File: src/rtl/fxp_mult_if.sv
// Operand/result handshake bundle for the sequential fixed-point multiplier.
// The master side supplies operands and consumes results; the slave side is the multiplier.
interface fxp_mult_if #(
    parameter int WIDTH = 16
);
    logic             in_valid;
    logic             in_ready;
    logic [WIDTH-1:0] in_a;
    logic [WIDTH-1:0] in_b;
    logic             out_valid;
    logic             out_ready;
    logic [WIDTH-1:0] out_p;
    logic             overflow;

    modport master (
        output in_valid, in_a, in_b, out_ready,
        input  in_ready, out_valid, out_p, overflow
    );

    modport slave (
        input  in_valid, in_a, in_b, out_ready,
        output in_ready, out_valid, out_p, overflow
    );
endinterface

File: src/rtl/fxp_mult_seq.sv
// Signed fixed-point multiplier: shift-add on operand magnitudes over WIDTH cycles,
// then one finalise cycle for sign, rounding and range handling.
module fxp_mult_seq #(
    parameter int WIDTH = 16,
    parameter int FRAC  = 13,
    parameter int ROUND = 1,
    parameter int SAT   = 1
) (
    input  logic      clk,
    input  logic      rst,
    fxp_mult_if.slave bus
);
    localparam int AW  = 2 * WIDTH;
    localparam int PW  = 2 * WIDTH + 2;
    localparam int CW  = $clog2(WIDTH);
    localparam int RSH = (FRAC > 0) ? FRAC - 1 : 0;

    localparam logic signed [PW-1:0] RND_BIAS = (ROUND != 0 && FRAC > 0) ? (PW'(1) << RSH) : '0;
    localparam logic signed [PW-1:0] MAX_V    = (PW'(1) << (WIDTH - 1)) - PW'(1);
    localparam logic signed [PW-1:0] MIN_V    = -(PW'(1) << (WIDTH - 1));

    typedef enum logic [1:0] {IDLE, CALC, FIN, DONE} state_t;

    state_t             state_q;
    logic [WIDTH-1:0]   mag_a_q, mag_b_q;
    logic               sign_q;
    logic [AW-1:0]      acc_q, acc_d;
    logic [CW-1:0]      cnt_q;
    logic [WIDTH-1:0]   out_p_q, out_p_d;
    logic               ovf_q, ovf_d;
    logic               out_valid_q;

    logic               in_ready;
    logic               accept;
    logic [WIDTH-1:0]   mag_a_in, mag_b_in;
    logic signed [PW-1:0] prod, shifted;

    assign in_ready = (state_q == IDLE) || (state_q == DONE && bus.out_ready);
    assign accept   = bus.in_valid && in_ready;

    // |-2^(W-1)| wraps to 2^(W-1), which is exactly right as an unsigned magnitude.
    assign mag_a_in = bus.in_a[WIDTH-1] ? -bus.in_a : bus.in_a;
    assign mag_b_in = bus.in_b[WIDTH-1] ? -bus.in_b : bus.in_b;

    // NOTE: every always_comb output gets a default first so no path can infer a latch.
    always_comb begin
        acc_d = acc_q;
        if (mag_b_q[cnt_q]) acc_d = acc_q + ({{WIDTH{1'b0}}, mag_a_q} << cnt_q);

        prod    = sign_q ? -signed'({2'b00, acc_q}) : signed'({2'b00, acc_q});
        shifted = (prod + RND_BIAS) >>> FRAC;
        ovf_d   = (shifted > MAX_V) || (shifted < MIN_V);
        out_p_d = shifted[WIDTH-1:0];
        if (ovf_d && SAT != 0)
            out_p_d = shifted[PW-1] ? {1'b1, {(WIDTH-1){1'b0}}} : {1'b0, {(WIDTH-1){1'b1}}};
    end

    // NOTE: sequential state uses non-blocking assignments so every register samples pre-edge values.
    always_ff @(posedge clk or posedge rst) begin
        if (rst) begin
            state_q     <= IDLE;
            mag_a_q     <= '0;
            mag_b_q     <= '0;
            sign_q      <= 1'b0;
            acc_q       <= '0;
            cnt_q       <= '0;
            out_p_q     <= '0;
            ovf_q       <= 1'b0;
            out_valid_q <= 1'b0;
        end else begin
            if (accept) begin
                mag_a_q <= mag_a_in;
                mag_b_q <= mag_b_in;
                sign_q  <= bus.in_a[WIDTH-1] ^ bus.in_b[WIDTH-1];
                acc_q   <= '0;
                cnt_q   <= '0;
            end
            unique case (state_q)
                IDLE: if (accept) state_q <= CALC;
                CALC: begin
                    acc_q <= acc_d;
                    cnt_q <= cnt_q + CW'(1);
                    if (cnt_q == CW'(WIDTH - 1)) state_q <= FIN;
                end
                FIN: begin
                    out_p_q     <= out_p_d;
                    ovf_q       <= ovf_d;
                    out_valid_q <= 1'b1;
                    state_q     <= DONE;
                end
                DONE: if (bus.out_ready) begin
                    // Retiring and accepting can share one edge; the next result starts at once.
                    out_valid_q <= 1'b0;
                    state_q     <= accept ? CALC : IDLE;
                end
                default: state_q <= IDLE;
            endcase
        end
    end

    assign bus.in_ready  = in_ready;
    assign bus.out_valid = out_valid_q;
    assign bus.out_p     = out_p_q;
    assign bus.overflow  = ovf_q;
endmodule
File: src/flat_wrapper.sv
// flat-port wrapper written by rule: the top's interface ports become plain ports
module fxp_mult_seq_flat 
#(
    parameter int WIDTH = 16,
    parameter int FRAC  = 13,
    parameter int ROUND = 1,
    parameter int SAT   = 1
)
  (clk, rst, bus_in_valid, bus_in_a, bus_in_b, bus_out_ready, bus_in_ready, bus_out_valid, bus_out_p, bus_overflow);
  fxp_mult_if #(.WIDTH(WIDTH)) bus_i ();
  input  logic clk;
  input  logic rst;
  input wire logic [$bits(bus_i.in_valid)-1:0] bus_in_valid;
  input wire logic [$bits(bus_i.in_a)-1:0] bus_in_a;
  input wire logic [$bits(bus_i.in_b)-1:0] bus_in_b;
  input wire logic [$bits(bus_i.out_ready)-1:0] bus_out_ready;
  output wire logic [$bits(bus_i.in_ready)-1:0] bus_in_ready;
  output wire logic [$bits(bus_i.out_valid)-1:0] bus_out_valid;
  output wire logic [$bits(bus_i.out_p)-1:0] bus_out_p;
  output wire logic [$bits(bus_i.overflow)-1:0] bus_overflow;
  assign bus_i.in_valid = bus_in_valid;
  assign bus_i.in_a = bus_in_a;
  assign bus_i.in_b = bus_in_b;
  assign bus_i.out_ready = bus_out_ready;
  assign bus_in_ready = bus_i.in_ready;
  assign bus_out_valid = bus_i.out_valid;
  assign bus_out_p = bus_i.out_p;
  assign bus_overflow = bus_i.overflow;
  fxp_mult_seq #(.WIDTH(WIDTH), .FRAC(FRAC), .ROUND(ROUND), .SAT(SAT)) u_core (.clk(clk), .rst(rst), .bus(bus_i));
endmodule
File: config.mk
export PLATFORM = sky130hd
export DESIGN_NAME = fxp_mult_seq_flat
export DESIGN_NICKNAME = d
export VERILOG_FILES = /design/src/rtl/fxp_mult_if.sv /design/src/rtl/fxp_mult_seq.sv /design/src/flat_wrapper.sv
export SDC_FILE = /design/constraint.sdc
export NUM_CORES = 1
export LEC_CHECK = 0
export CORE_MARGIN = 2
export CORE_UTILIZATION = 45
export CTS_BUF_LIST = sky130_fd_sc_hd__clkbuf_16
export DETAILED_ROUTE_END_ITERATION = 16
export HOLD_SLACK_MARGIN = 0.02
export PLACE_DENSITY = 0.64
export SYNTH_ARGS = -nofsm -noshare
export SYNTH_HDL_FRONTEND = slang
export SYNTH_SLANG_ARGS = --single-unit
File: constraint.sdc
create_clock -name clk -period 4.4 [get_ports clk]
set_clock_uncertainty 0.2 [all_clocks]
set_input_delay 0.66 -clock clk [delete_from_list [all_inputs] [get_ports clk]]
set_output_delay 0.66 -clock clk [all_outputs]
set_load 0.05 [all_outputs]
; ---- After elaboration in Yosys (flattened, before gate mapping)
; Index checks and enable logic that the tools add are counted.
[totals]
inputBits = 36
reg_bits = 89
output_inout_bits = 19
wordCells = 57
[classes]
bitwise_logic = 1
muxes = 19
eq_ne = 8
magnitude_cmp = 3
shift = 1
addsub = 6
reduce_logical = 10
[op_table]
columns = cell, count
row1 = 32-bit two-way mux, 3
row2 = 16-bit two-way mux, 4
row3 = "34-bit by 14-bit adder with 34-bit output, second input constant", 1
row4 = 34-bit two-way mux, 1
row5 = 32-bit negation with 34-bit output, 1
row6 = 32-bit adder, 1
row7 = 16-bit negation, 2
row8 = 16-bit by 4-bit << shifter with 32-bit output, 1
row9 = "21-bit by 16-bit greater-than comparator with 1-bit output, second input constant", 1
row10 = "21-bit by 16-bit < comparator with 1-bit output, second input constant", 1
row11 = 4-bit two-way mux, 2
row12 = 2-bit case mux with 4 select lines, 1
row13 = 2-bit two-way mux, 3
row14 = "2-bit by 1-bit inequality test with 1-bit output, second input constant", 3
row15 = "4-bit by 5-bit < comparator with 1-bit output, second input constant", 1
row16 = "4-bit by 1-bit adder with 4-bit output, second input constant", 1
row17 = 1-bit binary-select mux with 4-bit select, 1
row18 = "2-bit equality test, second input constant", 2
row19 = "4-bit equality test, second input constant", 1
row20 = 2-bit AND reduction, 2
row21 = 2-bit nonzero test, 2
row22 = 1-bit two-way mux, 3
row23 = 3-bit AND reduction, 1
row24 = "2-bit by 1-bit equality test with 1-bit output, second input constant", 1
row25 = other kinds (6), 8

; ---- Longest topological paths before layout
; Gate-level depths: netlist of the first run.
[logic_depth]
depth_word = 7
mapped_depth = 18
mapped_depth_nobuf = 17

; ---- Worst setup path before layout of the first run
; No wires, ideal clock.
[synth_timing]
path_kind = register -> register
from = register u_core.acc_q[6]
to = register u_core.out_p_q[0], in the netlist u_core.bus.out_p[0]
arrival_time_ns = 4.456
path_slack_ns = -0.352
stages_incl_launch_ff = 16
required_ns = 4.104
setup_time_ns = 0.096
period_less_slack_ns = 4.752
n_path_buf = 1
cell_sequence = dfrtp_1 > or4_1 > or4_1 > nand2_1 > xnor2_1 > ha_1 > or4bb_1 > nor4_1 > a221o_1 > o21ai_1 > a2111o_1 > or3_1 > a2111oi_4 > nor2_2 > buf_6 > a311oi_2
[synth_between]
elab_chain_cells = 6
word_cells_on_any_way = 8
cone_classes = add/sub (2) / order compare (2) / mux (3) / reduce/logical (1)
[synth_rtl]
columns = item, line_no
row1 = from (decl), fxp_mult_seq.sv:27  ; logic [AW-1:0] acc_q, acc_d;
row2 = from (signal assigned), fxp_mult_seq.sv:65  ; acc_q <= '0;
row3 = from (signal assigned), fxp_mult_seq.sv:75  ; acc_q <= '0;
row4 = from (signal assigned), fxp_mult_seq.sv:81  ; acc_q <= acc_d;
row5 = 32-bit negation with 34-bit output, fxp_mult_seq.sv:50  ; prod = sign_q ? -signed'({2'b00, acc_q}) : signed'({2'b00, acc_q});
row6 = 34-bit two-way mux *, fxp_mult_seq.sv:50
row7 = 34-bit by 14-bit adder with 34-bit output *, fxp_mult_seq.sv:51  ; shifted = (prod + RND_BIAS) >>> FRAC;
row8 = 21-bit by 16-bit greater-than comparator with 1-bit output or 21-bit by 16-bit < comparator with 1-bit output (tied branches), fxp_mult_seq.sv:52  ; ovf_d = (shifted > MAX_V) || (shifted < MIN_V);
row9 = 1-bit logical OR, fxp_mult_seq.sv:52
row10 = 16-bit two-way mux *, fxp_mult_seq.sv:54  ; if (ovf_d && SAT != 0)
row11 = to (signal assigned), fxp_mult_seq.sv:86  ; out_p_q <= out_p_d;
row12 = to (decl), fxp_mult_seq.sv:29  ; logic [WIDTH-1:0] out_p_q, out_p_d;
; Mark *: on every way between the ends. The rest lies on a longest branch, timed or not.
; A chain may end at the register's enable or synchronous reset.

; ---- Worst setup path after layout of the first run
[layout_timing]
from = register u_core.acc_q[1]
to = register u_core.out_p_q[2], in the netlist u_core.bus.out_p[2]
; The elaborated chain is that of the path after synthesis.

==> summary.md, run 1 <==
| Metric | Value |
|---|---|
| Worst skew pair latency | roughly 0.36 ns |
| DRT iter0 DRCs | 380 |
| Hold Vio Cnt, Final | 0 |
| Syn Area/Cell | 8.228 um2 |
| Worst-Margin Slew | between 0.7 and 0.8 ns |
| Post-synthesis cell type count | 77 |
| Placer congestion estimate | 0.8677 |
| CP Class | flop to flop |
| Max Cap Viol | 0 |
| Peak supply drop | 338.9 uV |
| Diode count | 0 |
| Vias in the first global route | 6237 |
| Total number of vias | around 6700 |
| Most frequent CP cell | or4_4 |
| Worst Path Required | around 4.5 ns |
| Slew Limit Fails | 0 |
| Sequential share of the synthesized area | 0.2910 |
| #FFs+latches synth | 89 |
| Rows | 47 |
| Synth Flop Type | dfrtp_1 |
| DIE WIDTH | 134.4 um |
| Reg area | 2228 um2 |
| Worst-path clk slew | 0.07 ns |
| Synth top area cells | dfrtp_1 (29%), o21ai_0 (7.1%), ha_1 (6.5%), nand2_1 (6.1%), xor2_1 (5.3%) |
| CP peak stage delay | 0.54 ns |
| Syn Inst Count | 930 |
| CTS tree | done |
| DRC errors left | 0 |
| RSZ-0062 raised after global routing | yes |
| Die ar. | 18060 um2 |
| Core ar. | ~17000 um2 |
| Worst Setup End Kind | flop |
| LEAKAGE | 3.777 nW |
| Tmin final | roughly 4.5 ns |
| Fin nets | 1075 |
| DP HPWL | 13650 um |
| Post-DR vias/cell | 5.455 |
| First-pass GRT wire length | 30050 um |
| Overall routing resource usage | 0.2041 |
| Area occupied by multi-input gates | 5177 um2 |
| Post-synth EDFFs | 0 |
| Critical-path cell list | or4_4 -> or4_4 -> nand2_2 -> xnor2_2 -> ha_2 -> or4bb_1 -> nor4_2 -> a221o_1 -> o21ai_2 -> a2111o_1 -> or3_4 -> a2111oi_4 -> buf_4 -> nor2_4 -> a311oi_1 |
| CP Data Arrival Time | 4.57 ns |
| Top Ports | 55 |
| Clock Path Buffers | 2 |
| Clock Tree Root | clkbuf_16 |
| Worst Hold Class | flop to flop |
| Syn nets | ~1000 |
| CTS H-Tree Depth | 3 |
| Crit path max fanout | 7 |
| Crit share post-route | 1.027 |
| CP startpoint kind | flop |
| Top cell type's share of synthesized area | 0.2910 |
| Pin count of the biggest net entering global routing | 68 |
| Asr flop ratio synth | 1.000 |
| Total grt overflow | 0 |
| DR WL/cell | 14.24 um |
| Setup-failing EPs final | 16 |
| Power density cells | 792.4 nW/um2 |
| Place WS | -0.4722 ns |
| Max Clk Rate | 221.3 MHz |
| Die span in y | ~130 um |
| Yosys top cell by area | dfrtp_1 |
| PortBufs | 54 |
| Final WL | 17420 um |
| Slew Limit Headroom | 0.4841 |
| Setup WS post-layout | -0.1194 ns |
| Share of layout cells above drive strength 1 | 0.1376 |
| Initial antenna violation count | 0 |
| WP buf/inv | 1 |
| Failing checks | negative setup slack |
| Clock net sink count | a little under 90 |
| Drt pass-1 iters | 5 |
| Fill count | 1570 |
| CP delay by family, top | simple AND/OR/NAND/NOR gates |
| Post-CTS Hold Fix Bufs | 0 |
| Slowest-stage cell, CP | or4_4 |
| Post-Syn Area | roughly 7700 um2 |
| Detail Route Antenna Nets | 0 |
| Status | complete, but fails checks |
| Initial core utilization | 0.4614 |
| Area Overhead vs Synth | 18.97% |
| Setup TNS | -1.465 ns |
| CTS Buf Count | 9 |
| Warnings, synthesis | 0 |
-- routing by layer --
layer | GRT usage | part of all wire | vias up
li1 | - | - | 3504
met1 | 0.2737 | 0.48 | 3034
met2 | 0.3413 | 0.47 | 122
met3 | 0.03212 | 0.031 | 12
met4 | 0.05965 | 0.015 | 0
met5 | 0 | 0 | -
-- cells in the mapped netlist, drive strengths merged, types with 10 or more instances --
| cell type | n |
|---|---|
| dfrtp | 89 |
| mux4 | 10 |
| buf | 12 |
| inv | 29 |
| a31oi | 10 |
| a311oi | 18 |
| nor2 | 68 |
| mux2i | 18 |
| nand2 | 124 |
| o31ai | 15 |
| nor3 | 17 |
| or3 | 10 |
| clkbuf | 46 |
| nand3 | 46 |
| nand2b | 14 |
| xnor2 | 33 |
| ha | 40 |
| o21ai | 109 |
| a21oi | 43 |
| xor2 | 46 |
-- worst register-to-register path, delay by kind of cell (launching register included) --
family | cells | cell delay, ns
buffers and inverters | 1 | 0.19
xor gates and xnor gates | 1 | 0.11
AOI/OAI and AO/OA | 5 | 1.18
and+or+nand+nor | 7 | 2.22
adders and majority gates | 1 | 0.18
DFF | 1 | 0.37
-- cell families after synthesis --
group	count (synthesis)	synth area share
xor+xnor	79	0.09042
simple gates	340	0.2217
buf+inv	87	0.04480
flops	89	0.2910
compound gates	262	0.2252
fa+ha+maj	41	0.06802
mux	32	0.05886
-- metrics by stage --
step | power, mW | hold WS, ns | std cells | util | cell area [um2]
final | 7.214 | 0.2845 | 1223 | 0.5490 | 9104
after global routing | 7.883 | 0.3101 | 1223 | 0.5490 | 9104
after CTS | 7.202 | 0.2898 | 1223 | 0.5469 | 9069
after detailed placement | 6.357 | 0.2741 | 1203 | 0.5250 | 8706
after global placement | 6.299 | 0.2595 | 1203 | 0.5250 | 8706
after floorplan | 5.040 | 0.2446 | 930 | - | 7671
-- cell usage in the layout, fill, tap and decap left out, types with 4 or more instances in the layout --
master,n
buf_4,56
or3_1,9
nand2b_1,14
and3_1,5
mux2i_1,18
nor3_1,16
xor2_1,46
a21oi_1,42
inv_1,28
and2_1,6
a311oi_1,7
o21a_1,4
nor3b_1,5
o211ai_1,5
o22ai_1,7
nand2_1,122
mux2_2,4
dfrtp_1,88
ha_1,39
nand4_1,5
or2_2,4
clkdlybuf4s50_1,54
mux4_2,10
nand3_1,46
nor2b_1,7
o31ai_1,14
a21o_1,7
clkbuf_16,9
o21bai_1,7
a211oi_1,5
nor2_1,67
o21ai_0,106
a311oi_2,11
xnor2_1,32
nand3b_1,4
a31oi_1,10
-- state kept, by name (all words and copies together) (netlist names) --
register / flops
u_core.bus.overflow: 1
u_core.cnt_q: 4
u_core.mag_a_q: 16
u_core.acc_q: 32
u_core.mag_b_q: 16
u_core.state_q: 2
u_core.sign_q: 1
u_core.bus.out_p: 16
u_core.bus.out_valid: 1
-- final cells by class --
cell class                 count  area share
timing repair buffer         114      0.1134
clock buffer                   9     0.02474
multi-input combinational    755      0.5687
tap                          220     0.03024
sequential                    89      0.2448
inverter                      29     0.01209
clock inverter                 7    0.006047
-- power breakdown --
group | switching (mW) | internal, mW
registers | 0.338 | 1.16
logic | 2.86 | 2.12
clock network | 0.350 | 0.388
-- worst paths after layout --
| kind | start | end | slack (ns) | cells past startpoint |
|---|---|---|---|---|
| worst max-delay path | u_core.acc_q[1]$_DFFE_PP0P_ | u_core.bus.out_p[2]$_DFFE_PP0P_ | -0.12 | 15 |
| worst max register to register | u_core.acc_q[1]$_DFFE_PP0P_ | u_core.bus.out_p[2]$_DFFE_PP0P_ | -0.12 | 15 |
| worst min-delay path | u_core.mag_b_q[5]$_DFFE_PP0P_ | u_core.mag_b_q[5]$_DFFE_PP0P_ | 0.28 | 2 |
| min in group asynchronous | rst | u_core.mag_b_q[12]$_DFFE_PP0P_ | 0.56 | 2 |
| worst min register to register | u_core.mag_b_q[5]$_DFFE_PP0P_ | u_core.mag_b_q[5]$_DFFE_PP0P_ | 0.28 | 2 |
| max in group asynchronous | rst | u_core.cnt_q[0]$_DFFE_PP0P_ | 2.62 | 3 |
-- timing repair --
action | in CTS | in global routing
buffers inserted | 3 | 0
gates cloned | 1 | 0
endpoints found under the hold margin | 0 | 0
pin swaps | 7 | 0
endpoints found under the setup margin | 16 | 20
gates resized for setup | 8 | 9
(Power assumes the default switching activity.)
==> inputs of run 2 (changes only) <==
--- a/config.mk
+++ b/config.mk
@@ -5,6 +5,7 @@
 export SDC_FILE = /design/constraint.sdc
 export NUM_CORES = 1
 export LEC_CHECK = 0
+export ABC_AREA = 1
 export CORE_MARGIN = 2
 export CORE_UTILIZATION = 45
 export CTS_BUF_LIST = sky130_fd_sc_hd__clkbuf_16
==> run 2 against run 1 <==
The flow now finishes without violations. Critical endpoint is now u_core.acc_q[19]$_DFFE_PP0P_. Clock power is 9.3% higher. Critical path type unchanged. Sequential share of layout area is 0.11 points lower. Highest routed layer unchanged. Critical path depth is 3 higher. Register-to-register slack better by 0.73 ns. Hold slack worse by 0.0021 ns. First-iteration DRC count is 49% higher. Count of clock-buffer cells in the layout stayed put. Non-clock buffer count is 47 lower.
==> summary.md, run 2 <==
| Metric | Value |
|---|---|
| Status | completed |
| #FFs+latches synth | 89 (unchanged) |
| Worst skew pair latency | 0.36 ns (about the same) |
| Syn Area/Cell | 6.558 um2 (-20%) |
| CP startpoint kind | flop |
| Post-DR vias/cell | 5.283 (-3.2%) |
| Hold Startpoint | u_core.mag_b_q[0]$_DFFE_PP0P_ |
| PortBufs | 54 (unchanged) |
| Setup-failing EPs final | 0 (-16) |
| Clock net sink count | 89 (unchanged) |
| CP Class | flop to flop |
| CP Data Arrival Time | 3.89 ns (-0.68 ns) |
| Placer congestion estimate | 0.8930 (+2.9%) |
| Synth Flop Type | dfrtp_1 |
| Syn Inst Count | 1234 (+33%) |
| # placed instances | 1490 (+24%) |
| Power density cells | 762.9 nW/um2 (-3.7%) |
| Area occupied by multi-input gates | 5194 um2 (+0.31%) |
| Peak supply drop | 366.7 uV (+8.2%) |
| CTS H-Tree Depth | 3 (unchanged) |
| Hold Vio Cnt, Final | 0 (unchanged) |
| Area Overhead vs Synth | 12.96% |
| First-pass GRT wire length | 35720 um (+19%) |
| Post-synth EDFFs | 0 (unchanged) |
| Vias in the first global route | 7489 (+20%) |
| Overall routing resource usage | 0.2256 (+0.02150) |
| Critical-path cell list | clkinv_1 -> o21ai_0 -> nand2_1 -> o21ai_0 -> nand2_1 -> o21ai_0 -> ha_1 -> a21oi_1 -> inv_1 -> a21oi_1 -> o21ai_0 -> nand2_1 -> nand2_1 -> a21oi_1 -> o21ai_0 -> a21oi_1 -> o21ai_0 -> nand2_1 |
| Final WL | 21220 um (+22%) |
| Setup slack, reg-to-reg | 0.61 ns (+0.73 ns) |
| Rows | 49 (+4.3%) |
| CTS Buf Count | 9 (unchanged) |
| Warnings, synthesis | 0 (unchanged) |
| Synth top area cells | dfrtp_1 (28%), nand2_1 (16%), o21ai_0 (9.3%), ha_1 (6.2%), inv_1 (5.5%) |
| DRT iter0 DRCs | 565 (+49%) |
| Asr flop ratio synth | 1.000 (unchanged) |
| Post-CTS Hold Fix Bufs | 0 (unchanged) |
| Hold EP | u_core.mag_b_q[0]$_DFFE_PP0P_ |
| Post-synthesis cell type count | 50 (-35%) |
| Core ar. | 17780 um2 (+7.2%) |
| Reg2reg start | u_core.cnt_q[1]$_DFFE_PP0P_ |
| Sequential share of the synthesized area | 0.2752 (-0.01584) |
| Share of layout cells above drive strength 1 | 0.09005 (-0.04753) |
| Place WS | 0.6217 ns (+1.094 ns) |
| Slew Limit Headroom | 0.4759 (-0.008223) |
| Setup bufs post-CTS | 0 (-3) |
| Yosys top cell by area | dfrtp_1 |
| Hold Path Depth | 2 (unchanged) |
| Fin nets | 1349 (+25%) |
| DR WL/cell | 14.09 um (-1.1%) |
| Most frequent CP cell | o21ai_0 |
| Commonest cells after routing, fill and taps aside | nand2_1 (335), o21ai_0 (150), inv_1 (117), nor2_1 (113), dfrtp_1 (89) |
| Drt pass-1 iters | 5 (unchanged) |
| Top reg by flops | u_core.acc_q |
| Top Ports | 55 (unchanged) |
| Worst Path Required | 4.50 ns (+0.05 ns) |
| Die span in y | 138.1 um (+2.8%) |
| Diode count | 0 (unchanged) |
| Slowest-stage cell, CP | o21ai_0 |
| Total number of vias | 7956 (+19%) |
| DIE WIDTH | 138.1 um (+2.8%) |
| Setup WS post-layout | 0.6102 ns (+0.7295 ns) |
| Crit share post-route | 0.8613 (-0.1658) |
| Setup TNS | 0 ns (+1.465 ns) |
| Top cell type's share of synthesized area | 0.2752 (-0.01584) |
| Max Cap Viol | 0 (unchanged) |
| Max Clk Rate | 263.9 MHz (+19%) |
| Crit path max fanout | 19 (+12) |
| Final cell count without fillers | 1506 (+23%) |
| Reg2Reg Depth | 18 (+3) |
| Post-Syn Area | 8093 um2 (+5.8%) |
| Worst-path clk slew | 0.07 ns (about the same) |
| CTS tree | done |
| Initial antenna violation count | 0 (unchanged) |
| Clock Tree Root | clkbuf_16 |
| Fill count | 1819 (+16%) |
| LEAKAGE | 4.391 nW (+16%) |
| Worst Setup End Kind | flop |
| Slew Limit Fails | 0 (unchanged) |
| Syn nets | 1311 (+30%) |
| Max reg flops | 32 (unchanged) |
| Reg area | 2227 um2 (about the same) |
| Initial core utilization | 0.4552 (-0.006273) |
| Die ar. | 19070 um2 (+5.6%) |
| Final Util | 0.5141 (-0.03482) |
| Tmin final | 3.790 ns (-0.7295 ns) |
| Most common cell in the synthesized netlist | nand2_1 |
| CP peak stage delay | 0.38 ns (-0.16 ns) |
| CTS resizes | 0 (-8) |
| Detail Route Antenna Nets | 0 (unchanged) |
| RSZ-0062 raised after global routing | no |
| Worst Hold Class | flop to flop |
| DRC errors left | 0 (unchanged) |
| Pin count of the biggest net entering global routing | 59 (-13%) |
| Reg2Reg Capture Point | u_core.acc_q[19]$_DFFE_PP0P_ |
| Top cells by count, synth | nand2_1 (335), o21ai_0 (150), inv_1 (118) |
| Clock Path Buffers | 2 (unchanged) |
| Total grt overflow | 0 (unchanged) |
| Fin Hold WS | 0.2824 ns (-0.002067 ns) |
| Worst-Margin Slew | 0.7861 ns (+0.01323 ns) |
| DP HPWL | 17010 um (+25%) |
| Commonest non-fill, non-tap cell in the layout | nand2_1 |
| CP startpoint | u_core.cnt_q[1]$_DFFE_PP0P_ |
run 2: cell count changes after synthesis, sizes merged, moves of 13 or more:
cell,delta
nand2b,-14
mux2i,-18
xor2,-13
nand2,+234
inv,+94
nand3,+50
a311oi,-18
xnor2,-18
a21oi,+19
clkbuf,-15
nor2,+69
o21ai,+45
run 2: critical path, delay by kind of cell (launching register included):
family | cells | cell delay, ns
adders and majority gates | 1 | 0.34
DFF | 1 | 0.36
AOI/OAI and AO/OA | 10 | 2.04
and+or+nand+nor | 5 | 0.39
buffers and inverters | 2 | 0.42
run 2: kinds of logic (layout without fill, tap and decap cells):
kind of cell | after synthesis | in the layout | share of synthesized area
simple gates | 636 | 636 | 0.3582
compound gates | 252 | 252 | 0.1673
buf+inv | 168 | 211 | 0.08302
flops | 89 | 89 | 0.2752
xor+xnor | 48 | 48 | 0.05195
fa+ha+maj | 41 | 41 | 0.06432
run 2: metal layers:
metal / vias up / part of all wire / GRT usage
li1: 4141 / - / -
met1: 3582 / 0.45 / 0.2927
met2: 200 / 0.48 / 0.3854
met3: 33 / 0.049 / 0.03256
met4: 0 / 0.023 / 0.07948
met5: - / 0 / 0
run 2: worst max path at each step:
| stage | to | slack [ns] |
|---|---|---|
| 2_1_floorplan | u_core.acc_q[20]$_DFFE_PP0P_ | 0.72 |
| 3_3_place_gp | u_core.acc_q[19]$_DFFE_PP0P_ | 0.67 |
| 3_5_place_dp | u_core.acc_q[19]$_DFFE_PP0P_ | 0.62 |
| 4_1_cts | u_core.acc_q[19]$_DFFE_PP0P_ | 0.60 |
| 5_1_grt | u_core.acc_q[19]$_DFFE_PP0P_ | 0.03 |
| 6_report | u_core.acc_q[19]$_DFFE_PP0P_ | 0.61 |
run 2: area by class of cell:
| class | count | share of cell area |
|---|---|---|
| Sequential cell | 89 | 0.2436 |
| Timing Repair Buffer | 67 | 0.07117 |
| Multi-Input combinational cell | 977 | 0.5682 |
| Tap cell | 229 | 0.03134 |
| Clock buffer | 9 | 0.02464 |
| Clock inverter | 7 | 0.008349 |
| Inverter | 128 | 0.05270 |
run 2: report_power, final:
part	internal, mW	total (mW)	leakage [nW]	switching, mW
clock	0.447	0.807	0.145	0.360
sequential	1.14	1.44	1.14	0.301
combinational	1.58	4.72	3.10	3.15
run 2: metrics by stage:
| stage | cell area, um2 | power, mW |
|---|---|---|
| 5_1_grt | 9141 | 7.674 |
| 4_1_cts | 9141 | 6.990 |
| 6_report | 9141 | 6.973 |
| 3_3_place_gp | 8840 | 6.107 |
| 2_1_floorplan | 8093 | 4.983 |
| 3_5_place_dp | 8840 | 6.157 |
==> inputs of run 3 (changes only) <==
--- a/config.mk
+++ b/config.mk
@@ -9,6 +9,7 @@
 export CORE_MARGIN = 2
 export CORE_UTILIZATION = 45
 export CTS_BUF_LIST = sky130_fd_sc_hd__clkbuf_16
+export CTS_CLUSTER_DIAMETER = 50
 export DETAILED_ROUTE_END_ITERATION = 16
 export HOLD_SLACK_MARGIN = 0.02
 export PLACE_DENSITY = 0.64
==> results of run 3 <==
No change in the layout: final DEF, timing and power equal those of run 2.
